### src/rtl/cpu_phase_pkg.sv
// Shared types and constants for the CPU phase sequencer.
// The optional phase-order checker is built when PHASE_CHECK_EN is defined.
package cpu_phase_pkg;

  // Sequencer FSM states
  typedef enum logic [1:0] {
    SYNC  = 2'd0,
    RUN   = 2'd1,
    STALL = 2'd2,
    HALT  = 2'd3
  } seq_state_e;

  // Phase codes produced by the three-phase divider (0 is never produced)
  localparam logic [1:0] PH_IDLE   = 2'd0;
  localparam logic [1:0] PH_FETCH  = 2'd1;
  localparam logic [1:0] PH_DECODE = 2'd2;
  localparam logic [1:0] PH_EXEC   = 2'd3;

  // Code the divider must produce after ph; an idle code is followed by fetch
  function automatic logic [1:0] phase_succ(input logic [1:0] ph);
    logic [1:0] nxt;
    case (ph)
      PH_FETCH:  nxt = PH_DECODE;
      PH_DECODE: nxt = PH_EXEC;
      default:   nxt = PH_FETCH;
    endcase
    return nxt;
  endfunction

endpackage

### src/rtl/cpu_phase_wait_timer.sv
// Counts consecutive not-ready decode slots while the sequencer waits on memory.
// o_EXPIRE flags, combinationally, that the increment being requested now
// brings the count to MAX_WAIT.
module cpu_phase_wait_timer #(
  parameter int MAX_WAIT = 4
) (
  input  logic i_CLOCK,
  input  logic i_RESET_N,
  input  logic i_CLEAR,
  input  logic i_INC,
  output logic o_EXPIRE
);

  localparam int CW = $clog2(MAX_WAIT + 1);

  logic [CW-1:0] cnt_q, cnt_d, base;

  // Clear takes effect before a same-cycle increment, so clear+inc loads 1
  // NOTE: every signal assigned in always_comb gets a value on every path
  // (here unconditionally) so no latch is inferred.
  always_comb begin
    base     = i_CLEAR ? '0 : cnt_q;
    cnt_d    = i_INC ? base + CW'(1) : base;
    o_EXPIRE = i_INC && (base == CW'(MAX_WAIT - 1));
  end

  // Wait counter register
  // NOTE: sequential state uses non-blocking assignments so every flop
  // samples values from before the edge, independent of block ordering.
  always_ff @(posedge i_CLOCK or negedge i_RESET_N) begin
    if (!i_RESET_N) cnt_q <= '0;
    else            cnt_q <= cnt_d;
  end

endmodule

### src/rtl/cpu_phase_sequencer.sv
// Turns the divider's phase code into registered FETCH/DECODE/EXEC enables,
// with memory wait-state stall, wait timeout (sticky bus error),
// instruction-boundary halt and a retired-instruction counter.
// Optional: define PHASE_CHECK_EN to add o_PHASE_ERR and phase-order checking.
module cpu_phase_sequencer
  import cpu_phase_pkg::*;
#(
  parameter int COUNT_WIDTH = 16,
  parameter int MAX_WAIT    = 4
) (
  input  logic                   i_CLOCK,
  input  logic                   i_RESET_N,
  input  logic [1:0]             i_STATE,
  input  logic                   i_MEM_READY,
  input  logic                   i_HALT_REQ,
  output logic                   o_FETCH_EN,
  output logic                   o_DECODE_EN,
  output logic                   o_EXEC_EN,
  output logic                   o_STALL,
  output logic                   o_HALTED,
  output logic                   o_BUS_ERR,
  output logic [COUNT_WIDTH-1:0] o_INSN_COUNT
`ifdef PHASE_CHECK_EN
  ,
  output logic                   o_PHASE_ERR
`endif
);

  seq_state_e             state_q, state_d;
  logic                   fetch_q, fetch_d;
  logic                   decode_q, decode_d;
  logic                   exec_q, exec_d;
  logic                   stall_q, stall_d;
  logic                   halted_q, halted_d;
  logic                   bus_err_q, bus_err_d;
  logic                   decoded_q, decoded_d;   // decode done, EXEC owed at slot 3
  logic [COUNT_WIDTH-1:0] count_q, count_d;

  logic phase_bad;
  logic wait_clr, wait_inc, wait_expire;

`ifdef PHASE_CHECK_EN
  logic [1:0] prev_q;
  logic       prev_vld_q;
  logic       phase_err_q, phase_err_d;

  // Out-of-order code: anything but the successor of the last sample (0 never is)
  assign phase_bad = (i_STATE == PH_IDLE) ||
                     (prev_vld_q && (i_STATE != phase_succ(prev_q)));
`else
  assign phase_bad = 1'b0;
`endif

  // Counter only matters inside STALL; it is held at zero everywhere else
  assign wait_clr = (state_q != STALL);
  assign wait_inc = !phase_bad && (i_STATE == PH_DECODE) && !i_MEM_READY &&
                    ((state_q == RUN) || (state_q == STALL));

  cpu_phase_wait_timer #(.MAX_WAIT(MAX_WAIT)) u_wait_timer (
    .i_CLOCK   (i_CLOCK),
    .i_RESET_N (i_RESET_N),
    .i_CLEAR   (wait_clr),
    .i_INC     (wait_inc),
    .o_EXPIRE  (wait_expire)
  );

  // Next-state and next-output decode for the sampled phase code
  always_comb begin
    state_d   = state_q;
    fetch_d   = 1'b0;
    decode_d  = 1'b0;
    exec_d    = 1'b0;
    bus_err_d = bus_err_q;
    decoded_d = decoded_q;
    count_d   = count_q;
`ifdef PHASE_CHECK_EN
    phase_err_d = phase_err_q | phase_bad;
`endif

    if (phase_bad) begin
      decoded_d = 1'b0;
      if (state_q != HALT) state_d = SYNC;
    end else begin
      case (state_q)
        SYNC: begin
          if (i_STATE == PH_EXEC) begin
            state_d   = RUN;
            decoded_d = 1'b0;
          end
        end
        RUN: begin
          case (i_STATE)
            PH_FETCH: begin
              fetch_d   = 1'b1;
              decoded_d = 1'b0;
            end
            PH_DECODE: begin
              if (i_MEM_READY) begin
                decode_d  = 1'b1;
                decoded_d = 1'b1;
              end else if (wait_expire) begin
                bus_err_d = 1'b1;
                state_d   = HALT;
              end else begin
                state_d = STALL;
              end
            end
            PH_EXEC: begin
              if (decoded_q) begin
                exec_d    = 1'b1;
                count_d   = count_q + COUNT_WIDTH'(1);
                decoded_d = 1'b0;
              end
              if (i_HALT_REQ) state_d = HALT;
            end
            default: ;
          endcase
        end
        STALL: begin
          if (i_STATE == PH_DECODE) begin
            if (i_MEM_READY) begin
              decode_d  = 1'b1;
              decoded_d = 1'b1;
              state_d   = RUN;
            end else if (wait_expire) begin
              bus_err_d = 1'b1;
              state_d   = HALT;
            end
          end
        end
        HALT: begin
          if (!i_HALT_REQ && !bus_err_q) state_d = SYNC;
        end
        default: state_d = SYNC;
      endcase
    end

    stall_d  = (state_d == STALL);
    halted_d = (state_d == HALT);
  end

  // FSM state and all registered outputs
  always_ff @(posedge i_CLOCK or negedge i_RESET_N) begin
    if (!i_RESET_N) begin
      state_q   <= SYNC;
      fetch_q   <= 1'b0;
      decode_q  <= 1'b0;
      exec_q    <= 1'b0;
      stall_q   <= 1'b0;
      halted_q  <= 1'b0;
      bus_err_q <= 1'b0;
      decoded_q <= 1'b0;
      count_q   <= '0;
    end else begin
      state_q   <= state_d;
      fetch_q   <= fetch_d;
      decode_q  <= decode_d;
      exec_q    <= exec_d;
      stall_q   <= stall_d;
      halted_q  <= halted_d;
      bus_err_q <= bus_err_d;
      decoded_q <= decoded_d;
      count_q   <= count_d;
    end
  end

`ifdef PHASE_CHECK_EN
  // Last sampled phase code and sticky phase error
  always_ff @(posedge i_CLOCK or negedge i_RESET_N) begin
    if (!i_RESET_N) begin
      prev_q      <= PH_IDLE;
      prev_vld_q  <= 1'b0;
      phase_err_q <= 1'b0;
    end else begin
      prev_q      <= i_STATE;
      prev_vld_q  <= 1'b1;
      phase_err_q <= phase_err_d;
    end
  end

  assign o_PHASE_ERR = phase_err_q;
`endif

  assign o_FETCH_EN   = fetch_q;
  assign o_DECODE_EN  = decode_q;
  assign o_EXEC_EN    = exec_q;
  assign o_STALL      = stall_q;
  assign o_HALTED     = halted_q;
  assign o_BUS_ERR    = bus_err_q;
  assign o_INSN_COUNT = count_q;

endmodule

### config.mk
export PLATFORM = sky130hd
export DESIGN_NAME = cpu_phase_sequencer
export DESIGN_NICKNAME = d
export VERILOG_FILES = /design/src/rtl/cpu_phase_pkg.sv /design/src/rtl/cpu_phase_wait_timer.sv /design/src/rtl/cpu_phase_sequencer.sv
export SDC_FILE = /design/constraint.sdc
export NUM_CORES = 1
export LEC_CHECK = 0
export CAP_MARGIN = 15
export CORE_UTILIZATION = 50
export CTS_CLUSTER_SIZE = 24
export DETAILED_ROUTE_END_ITERATION = 12
export PLACE_DENSITY = 0.78
export REMOVE_ABC_BUFFERS = 1
export SKIP_CTS_REPAIR_TIMING = 1
export SLEW_MARGIN = 20
export SYNTH_ARGS = -nofsm -noshare
export SYNTH_HDL_FRONTEND = slang
export SYNTH_SLANG_ARGS = --single-unit
### constraint.sdc
create_clock -name i_CLOCK -period 3.1 [get_ports i_CLOCK]
set_input_delay 0.465 -clock i_CLOCK [delete_from_list [all_inputs] [get_ports i_CLOCK]]
set_output_delay 0.465 -clock i_CLOCK [all_outputs]
set_load 0.02 [all_outputs]
==> results.md, run 1 <==
- The worst slew margin relative to its limit is 63.2%.
- Setup violations remaining at the end of the flow were counted as 0.
- After floorplanning, the core was sized to cover 2730 um^2.
- The HPWL reported at the end of detailed placement is 2.11 mm.
- The run finished with clean final reports.
- The count of vias placed by the detailed router is 1,066.
- The final critical-path share of the clock period is 79.1%.
- The synthesized netlist devotes 9.71% of its cell area to XOR and XNOR gates.
- The number of enable flip-flop cells after synthesis is 0.
- The final global-route overflow total is 0.
- The maximum clock insertion buffer count is 2.
- The top achievable clock speed is 0.408 GHz.
- The data required time at the worst endpoint is 3320 ps.
- The endpoint of the worst register-to-register path is o_HALTED$_DFF_PN0_.
- The sequential share of the synthesized area is 48.6%.
- The ratio of cells with drive above 1 in the final layout is 10.0%.
- The portion of synthesized area spent on multiplexers is 2.25%.
- The total track usage is 18.0%.
- The arrival time at the worst endpoint is 2680 ps.
- The highest cell delay on the worst timing path is 410 ps.
- The number of hold violations in the final report came to 0.
- Across the VDD grid, the largest voltage drop is 537 uV.
- The area of the mapped netlist is 1440 um^2.
- The largest fanout on the critical path is 10.
- The first routing iteration left 18 violations.
- The worst-skew pair later-pin latency is 310 ps.
- Among all flip-flop cells after synthesis, the most frequent one is sky130_fd_sc_hd__dfrtp_1.
- The number of pins exceeding their max-slew limit in the final report is 0.
- Setup repair after global routing left no endpoint under its margin.
- The worst hold path belongs to the class input pin to asynchronous set/reset pin.
- sky130_fd_sc_hd__dfrtp_1 takes more of the synthesized area than any other cell.
- The power density normalized to cell area is 622 nW/um^2.
- Routability-driven placement finished with a final weighted congestion of 0.847.
- The die covers 3100 um^2.
- The post-synthesis average cell area is 11.1 um^2.
- Setup total negative slack on the finished layout was measured at 0 ps.
- Clock-pin slew was measured on the worst setup and hold paths at 140 ps.
- The setup slack after placement is 645 ps.
- Of the post-synthesis cell area, the dominant cell type holds 48.6%.
- The most numerous cell on the critical path is sky130_fd_sc_hd__ha_1.
- The pre-antenna-repair detailed-routing pass consisted of 4 iterations.
- The wire length of the first global-routing pass is 4.45 mm.
- The total wire length is 2.66 mm.
- The number of filler cells placed in the layout is 228.
- The synthesis-to-layout area growth is 23.2%.
- The via count of the first global-routing pass is 1,009.
- Counting cells, the worst reg-to-reg path comes to 9.
- The slack of the critical path is 647 ps.
- STA classifies the critical path startpoint as a register.
- The number of diodes added for antenna fixing is 0.
- The number of clock sinks is 28.
- For this run, design rule violations remaining after detail routing come to 0.
- Summing all multi-input logic gate instances after layout gives 704 um^2.
- The number of warnings reported in the yosys synthesis log is 0.
- The static leakage is 0.812 nW.
- The count of antenna-violating nets left after detailed routing is 0.
- Ranked by total cell area, the synthesized netlist is headed by sky130_fd_sc_hd__dfrtp_1 (49%), sky130_fd_sc_hd__ha_1 (6.9%), sky130_fd_sc_hd__xnor2_1 (6.1%), sky130_fd_sc_hd__nand2_1 (4.7%), sky130_fd_sc_hd__xor2_1 (3.6%).
- By instance count, the leading cell after synthesis is sky130_fd_sc_hd__dfrtp_1.
- The register area is 701 um^2.
- Walking the worst path, the cells encountered are inv_1 > ha_1 > and2_1 > ha_1 > ha_1 > nand2_1 > o221ai_1 > a211oi_1 > and4bb_1.
- The tree is rooted in a sky130_fd_sc_hd__clkbuf_4.
- The die extent in x is 55.7 um.
- TritonCTS created 3 clock buffers.
- For the pin with the worst max-slew slack, the measured transition is 547 ps.
- Of the total synthesized cell area, the portion taken by full adders, half adders and majority gates is 6.94%.
- The master of the slowest instance on the critical path is sky130_fd_sc_hd__dfrtp_1.
- The total number of placement rows is 19.
- The register-to-register setup slack is 650 ps.
- By count the netlist is led by sky130_fd_sc_hd__dfrtp_1 (28), sky130_fd_sc_hd__nand2_1 (18), sky130_fd_sc_hd__xnor2_1 (10), sky130_fd_sc_hd__ha_1 (8).
- The smallest clock period supported by the final layout is computed as 2450 ps.
- The number of nets in the finished design is 175.
- Entering global routing, the biggest net connects 29 pins.
- The total of buffers placed on input and output ports is 27.
- The H-tree depth is 1.
- Pin placement for this block handled 28 I/O pins.
- For this configuration, the core starts out at a cell density of 52.8%.
- The routed via count divided by cell count is 5.58.
- The count of state elements after synthesis is 28.
- The reg-to-reg startpoint is state_q[0]$_DFF_PN0_.
- The tool flagged a number of max-cap violations equal to 0.
- After synthesis, the largest family of logic cells by area is simple AND/OR/NAND/NOR gates.
- The cell count after synthesis came out at 130.
- The area fraction in compound gates after synthesis is 9.71%.
- After Yosys synthesis, and, or, nand and nor cells account for 20.2% of the synthesized area.
- The kind of end point of the critical path is a register.
- The synthesized netlist contains 39 unique library cells.
- The post-synthesis async set-or-reset flop share is 100%.
- TritonCTS built the clock tree.
- The floorplan step set the die height to 55.7 um.
- The initial antenna violation count is 0.
- For the final database, setup skew stands at 0.906 ps.
- The critical path is of the register to register type.
- After detailed routing, the average wire length per cell comes to 13.9 um.
==> report_power, final <==
group          internal (mW)  switching, mW
Clock                 0.0717          0.101
Sequential             0.416         0.0444
Combinational          0.217          0.254
==> layout by cell type, fill, tap and decap left out, drive strengths merged, types with 2 or more instances in the layout <==
master	instances
dfrtp	28
clkdlybuf4s50	27
nand2	18
xnor2	10
ha	8
nor2	6
xor2	6
inv	5
nand3	5
nand4	5
clkbuf	4
and3	3
and2	3
a211oi	3
nor3	3
mux2	2
nor2b	2
nand3b	2
o21a	2
a21boi	2
o221ai	2
a21o	2
==> metrics by stage <==
stage / instance area [um^2] / utilization, % / std cells / power, mW / hold slack (ps)
floorplan: 1420 / - / 128 / 0.794 / 169
global placement: 1740 / 63.7 / 187 / 0.921 / 467
detailed placement: 1740 / 63.7 / 187 / 0.942 / 493
CTS: 1780 / 65.0 / 191 / 1.11 / 510
global route: 1780 / 65.0 / 191 / 1.17 / 536
finish: 1780 / 65.0 / 191 / 1.11 / 500
==> critical path: cells and delay by family, from the launching register on <==
kind	cells	cell delay, ps
adder cells (fa/ha/maj)	3	780
buffers and inverters	1	120
flip-flops	1	410
AO/OA/AOI/OAI	2	530
AND/OR/NAND/NOR	3	530
==> worst max-delay path by stage <==
stage,from,endpoint,slack [ps]
2_1_floorplan,state_q[0]$_DFF_PN0_,o_HALTED$_DFF_PN0_,910
3_3_place_gp,state_q[0]$_DFF_PN0_,o_HALTED$_DFF_PN0_,720
3_5_place_dp,state_q[0]$_DFF_PN0_,o_HALTED$_DFF_PN0_,650
4_1_cts,state_q[0]$_DFF_PN0_,o_HALTED$_DFF_PN0_,630
5_1_grt,state_q[0]$_DFF_PN0_,o_HALTED$_DFF_PN0_,420
6_report,state_q[0]$_DFF_PN0_,o_HALTED$_DFF_PN0_,650
==> routing by layer <==
metal,share of wire (%),GRT usage [%],wire (um)
met4,1.0,6.43,27
met2,51,31.0,1350
met5,0,0,0
met1,46,23.2,1220
met3,2.6,2.56,69
==> registers in the layout (all words and copies together) (netlist names) <==
signal              cells
o_FETCH_EN              1
state_q                 2
u_wait_timer.cnt_q      3
o_STALL                 1
decoded_q               1
o_DECODE_EN             1
o_BUS_ERR               1
o_EXEC_EN               1
o_INSN_COUNT           16
o_HALTED                1
==> cells by family after synthesis <==
family,count (synthesis)
multiplexers,3
adder cells (fa/ha/maj),8
AO/OA/AOI/OAI,16
XOR/XNOR,16
AND/OR/NAND/NOR,52
buffers and inverters,7
flip-flops,28
==> cell type report <==
type / instances / area share [%]
inverter: 5 / 1.06
tap: 31 / 2.18
sequential: 28 / 39.4
multi-input combinational: 95 / 39.6
clock buffer: 4 / 2.04
timing repair buffer: 28 / 15.6
No activity file was read; power rests on OpenSTA's default activity.
==> run 2, diff against run 1 <==
- clock period: 3.1 -> 2.5 ns (I/O delays scaled with it)
==> run 2 against run 1 <==
Against the previous run: final cell count rose by 1.0%; combinational power rose by 29%; cell area rose by 0.78%; total power rose by 23%; hold slack got worse by 89 ps; routed wire length rose by 1.7%; core utilization rose by 0.50 points; worst setup slack got worse by 480 ps; sequential power rose by 24%; die area did not move; clock skew barely moved; clock-buffer cell count fell by 1; critical endpoint unchanged; largest power group unchanged.
==> results.md, run 2 (same netlist as run 1, synthesis figures left out) <==
- The flow ran to the end, and the final reports show no timing, DRC or antenna violations.
- The data required time at the worst endpoint is 2770 ps (-550 ps).
- The weighted congestion at the end of routability-driven global placement is 0.806 (-4.8%).
- The most utilized layer in the global route result is met2.
- The clock period minus final worst setup slack came to 2330 ps (-119 ps).
- The starting utilization of the core area is 52.8% (unchanged).
- The routing usage on met3 is 3.02% (+0.47 points).
- The largest fanout on the critical path is 6 (-4).
- The library cell used most frequently in the layout, excluding fill and tap cells, is sky130_fd_sc_hd__dfrtp_1.
- The worst path buffer plus inverter count is 1 (unchanged).
- The total number of placement rows was 19 (unchanged).
- The die extent in x is 55.7 um (unchanged).
- The power density normalized to cell area is 758 nW/um^2 (+22%).
- The number of diodes added for antenna fixing is 0 (unchanged).
- The worst register-to-register path ends at o_HALTED$_DFF_PN0_.
- The library cells used most frequently in the layout, excluding fill and tap cells, are sky130_fd_sc_hd__dfrtp_1 (28), sky130_fd_sc_hd__clkdlybuf4s50_1 (27), sky130_fd_sc_hd__nand2_1 (18).
- The number of nets in the finished design is 178 (+1.7%).
- The number of flip-flops under the largest register name is 16 (unchanged).
- The max-capacitance violation count was 0 (unchanged).
- The number of hold violations in the final report is 0 (unchanged).
- The HPWL reported at the end of detailed placement was 2.09 mm (-0.64%).
- The power consumption came to 1.36 mW (+23%).
- The clock transition at the registers of the reported paths is 140 ps (about the same).
- The pin count of the biggest net entering global routing is 29 (unchanged).
- The register area is 701 um^2 (unchanged).
- The vertical die dimension is 55.7 um (unchanged).
- The DRC marker count from the first detailed-route iteration is 22 (+4).
- In this run the worst hold path is classified as input pin to asynchronous set/reset pin.
- The first-pass detailed-route iteration total is 4 (unchanged).
- The tree is rooted in a sky130_fd_sc_hd__clkbuf_4.
- The wire length of the first global-routing pass was 4.65 mm (+4.5%).
- The area of the placeable core is 2730 um^2 (unchanged).
- The static leakage came to 0.822 nW (+1.2%).
- The routed via count divided by cell count is 5.50 (-1.5%).
- The slowest stage of the critical path belongs to the cell sky130_fd_sc_hd__dfrtp_1.
- The arrival time at the worst endpoint is 2600 ps (-80 ps).
- TritonCTS built the clock tree.
- The actual transition at the worst max-transition pin is 426 ps (-121 ps).
- The ratio of cells with drive above 1 in the final layout is 11.7% (+1.7 points).
- The number of pins exceeding their max-slew limit in the final report is 0 (unchanged).
- The post-detailed-route DRC marker count was 0 (unchanged).
- The kind of end point of the critical path is a register.
- The top achievable clock speed came to 0.428 GHz (+5.1%).
- The register-to-register setup slack is 170 ps (-480 ps).
- The count of antenna-violating nets left after detailed routing came to 0 (unchanged).
- The final global-route overflow total came to 0 (unchanged).
- The kind of launch point of the worst setup path is a register.
- The highest cell delay on the worst timing path is 430 ps (+20 ps).
- The synthesis-to-layout area growth is 24.1%.
- The clock skew after layout is 1.05 ps (+0.140 ps).
- The number of cells on the worst reg-to-reg path is 9 (unchanged).
- The worst slew margin relative to its limit came to 71.5% (+8.3 points).
- The total track usage was 18.9% (+0.92 points).
- The multi-input combinational cell area came to 709 um^2 (+0.71%).
- The signal on the critical path passes through inv_1 > ha_1 > and2_1 > ha_1 > ha_1 > nand2_1 > o31a_2 > o221ai_2 > and4bb_1.
- The via count of the first global-routing pass is 1,084 (+7.4%).
- The number of primary I/O pins was 28 (unchanged).
- The H-tree depth is 1 (unchanged).
- The global routing usage on met2 is 33.0% (+2.1 points).
- The setup-violating endpoint count in the final report was 0 (unchanged).
- The count of vias placed by the detailed router is 1,061 (-0.47%).
- The most numerous cell on the critical path is sky130_fd_sc_hd__ha_1.
- The number of CTS-inserted buffers is 3 (unchanged).
- The total of buffers placed on input and output ports was 27 (unchanged).
- The fraction of met1 tracks used by global routing is 22.8% (-0.41 points).
- The final critical-path share of the clock period is 93.4% (+14 points).
- The number of filler cells placed in the layout came to 218 (-4.4%).
- The die area came to 3100 um^2 (unchanged).
- The critical path class is register to register.
- The total wire length is 2.71 mm (+1.7%).
- The post-detailed-route wirelength per cell is 14.0 um (+0.67%).
- The initial antenna violation count is 0 (unchanged).
- Broken down by cell family, the worst path's largest delay share belongs to adder cells.
- Setup repair after global routing left no endpoint under its margin.
- The final sum of negative setup slack came to 0 ps (unchanged).
- The maximum clock insertion buffer count was 2 (unchanged).
- The highest ir drop seen on vdd is 644 uV (+20%).
- The number of clock sinks came to 28 (unchanged).
- The worst-skew pair later-pin latency came to 320 ps (about the same).
- In this run the critical register-to-register path is launched from state_q[0]$_DFF_PN0_.
==> run 2: worst max path at each step <==
stage / start / to / slack [ps] / depth (start not counted)
6_report: state_q[0]$_DFF_PN0_ / o_HALTED$_DFF_PN0_ / 170 / 9
5_1_grt: state_q[0]$_DFF_PN0_ / o_HALTED$_DFF_PN0_ / 50 / 9
4_1_cts: state_q[0]$_DFF_PN0_ / o_HALTED$_DFF_PN0_ / 120 / 9
3_5_place_dp: state_q[0]$_DFF_PN0_ / o_HALTED$_DFF_PN0_ / 150 / 9
3_3_place_gp: state_q[0]$_DFF_PN0_ / o_HALTED$_DFF_PN0_ / 250 / 9
2_1_floorplan: state_q[0]$_DFF_PN0_ / o_HALTED$_DFF_PN0_ / 310 / 9
==> run 2: through the flow <==
| step | util [%] | cells | instance area (um^2) | setup WS, ps | hold slack, ps |
|---|---|---|---|---|---|
| 2_1_floorplan | - | 128 | 1420 | 307 | 79.4 |
| 3_3_place_gp | 64.5 | 190 | 1760 | 248 | 462 |
| 3_5_place_dp | 64.5 | 190 | 1760 | 149 | 470 |
| 4_1_cts | 65.3 | 193 | 1790 | 122 | 423 |
| 5_1_grt | 65.5 | 193 | 1790 | 52.4 | 454 |
| 6_report | 65.5 | 193 | 1790 | 166 | 411 |
==> run 2: cell type report <==
| type | instances | area share (%) |
|---|---|---|
| multi-input cells | 95 | 39.6 |
| flip-flops and latches | 28 | 39.1 |
| repair buffers | 31 | 16.8 |
| clock buffers | 3 | 1.26 |
| well taps | 31 | 2.17 |
| inverters | 5 | 1.05 |
==> run 2: worst register-to-register path: stages, from the launching register on <==
cell	delay [ps]
sky130_fd_sc_hd__dfrtp_1	430
sky130_fd_sc_hd__inv_1	170
sky130_fd_sc_hd__ha_1	290
sky130_fd_sc_hd__and2_1	200
sky130_fd_sc_hd__ha_1	160
sky130_fd_sc_hd__ha_1	190
sky130_fd_sc_hd__nand2_1	90
sky130_fd_sc_hd__o31a_2	310
sky130_fd_sc_hd__o221ai_2	220
sky130_fd_sc_hd__and4bb_1	220
==> run 2: power breakdown <==
| group | switching (mW) | internal [mW] | leakage, nW |
|---|---|---|---|
| clock network | 0.122 | 0.0565 | 0.0138 |
| logic | 0.325 | 0.284 | 0.427 |
| registers | 0.0536 | 0.516 | 0.381 |
==> run 2: per-layer routing <==
layer	wire length, um	vias to the layer above
met5	0	-
met4	37	0
met3	86	4
met2	1370	23
met1	1210	514
li1	-	520
==> run 3, diff against run 2 <==
- SLEW_MARGIN: 20 -> 5
==> results of run 3 <==
No change in the layout: final DEF, timing and power equal those of run 2.
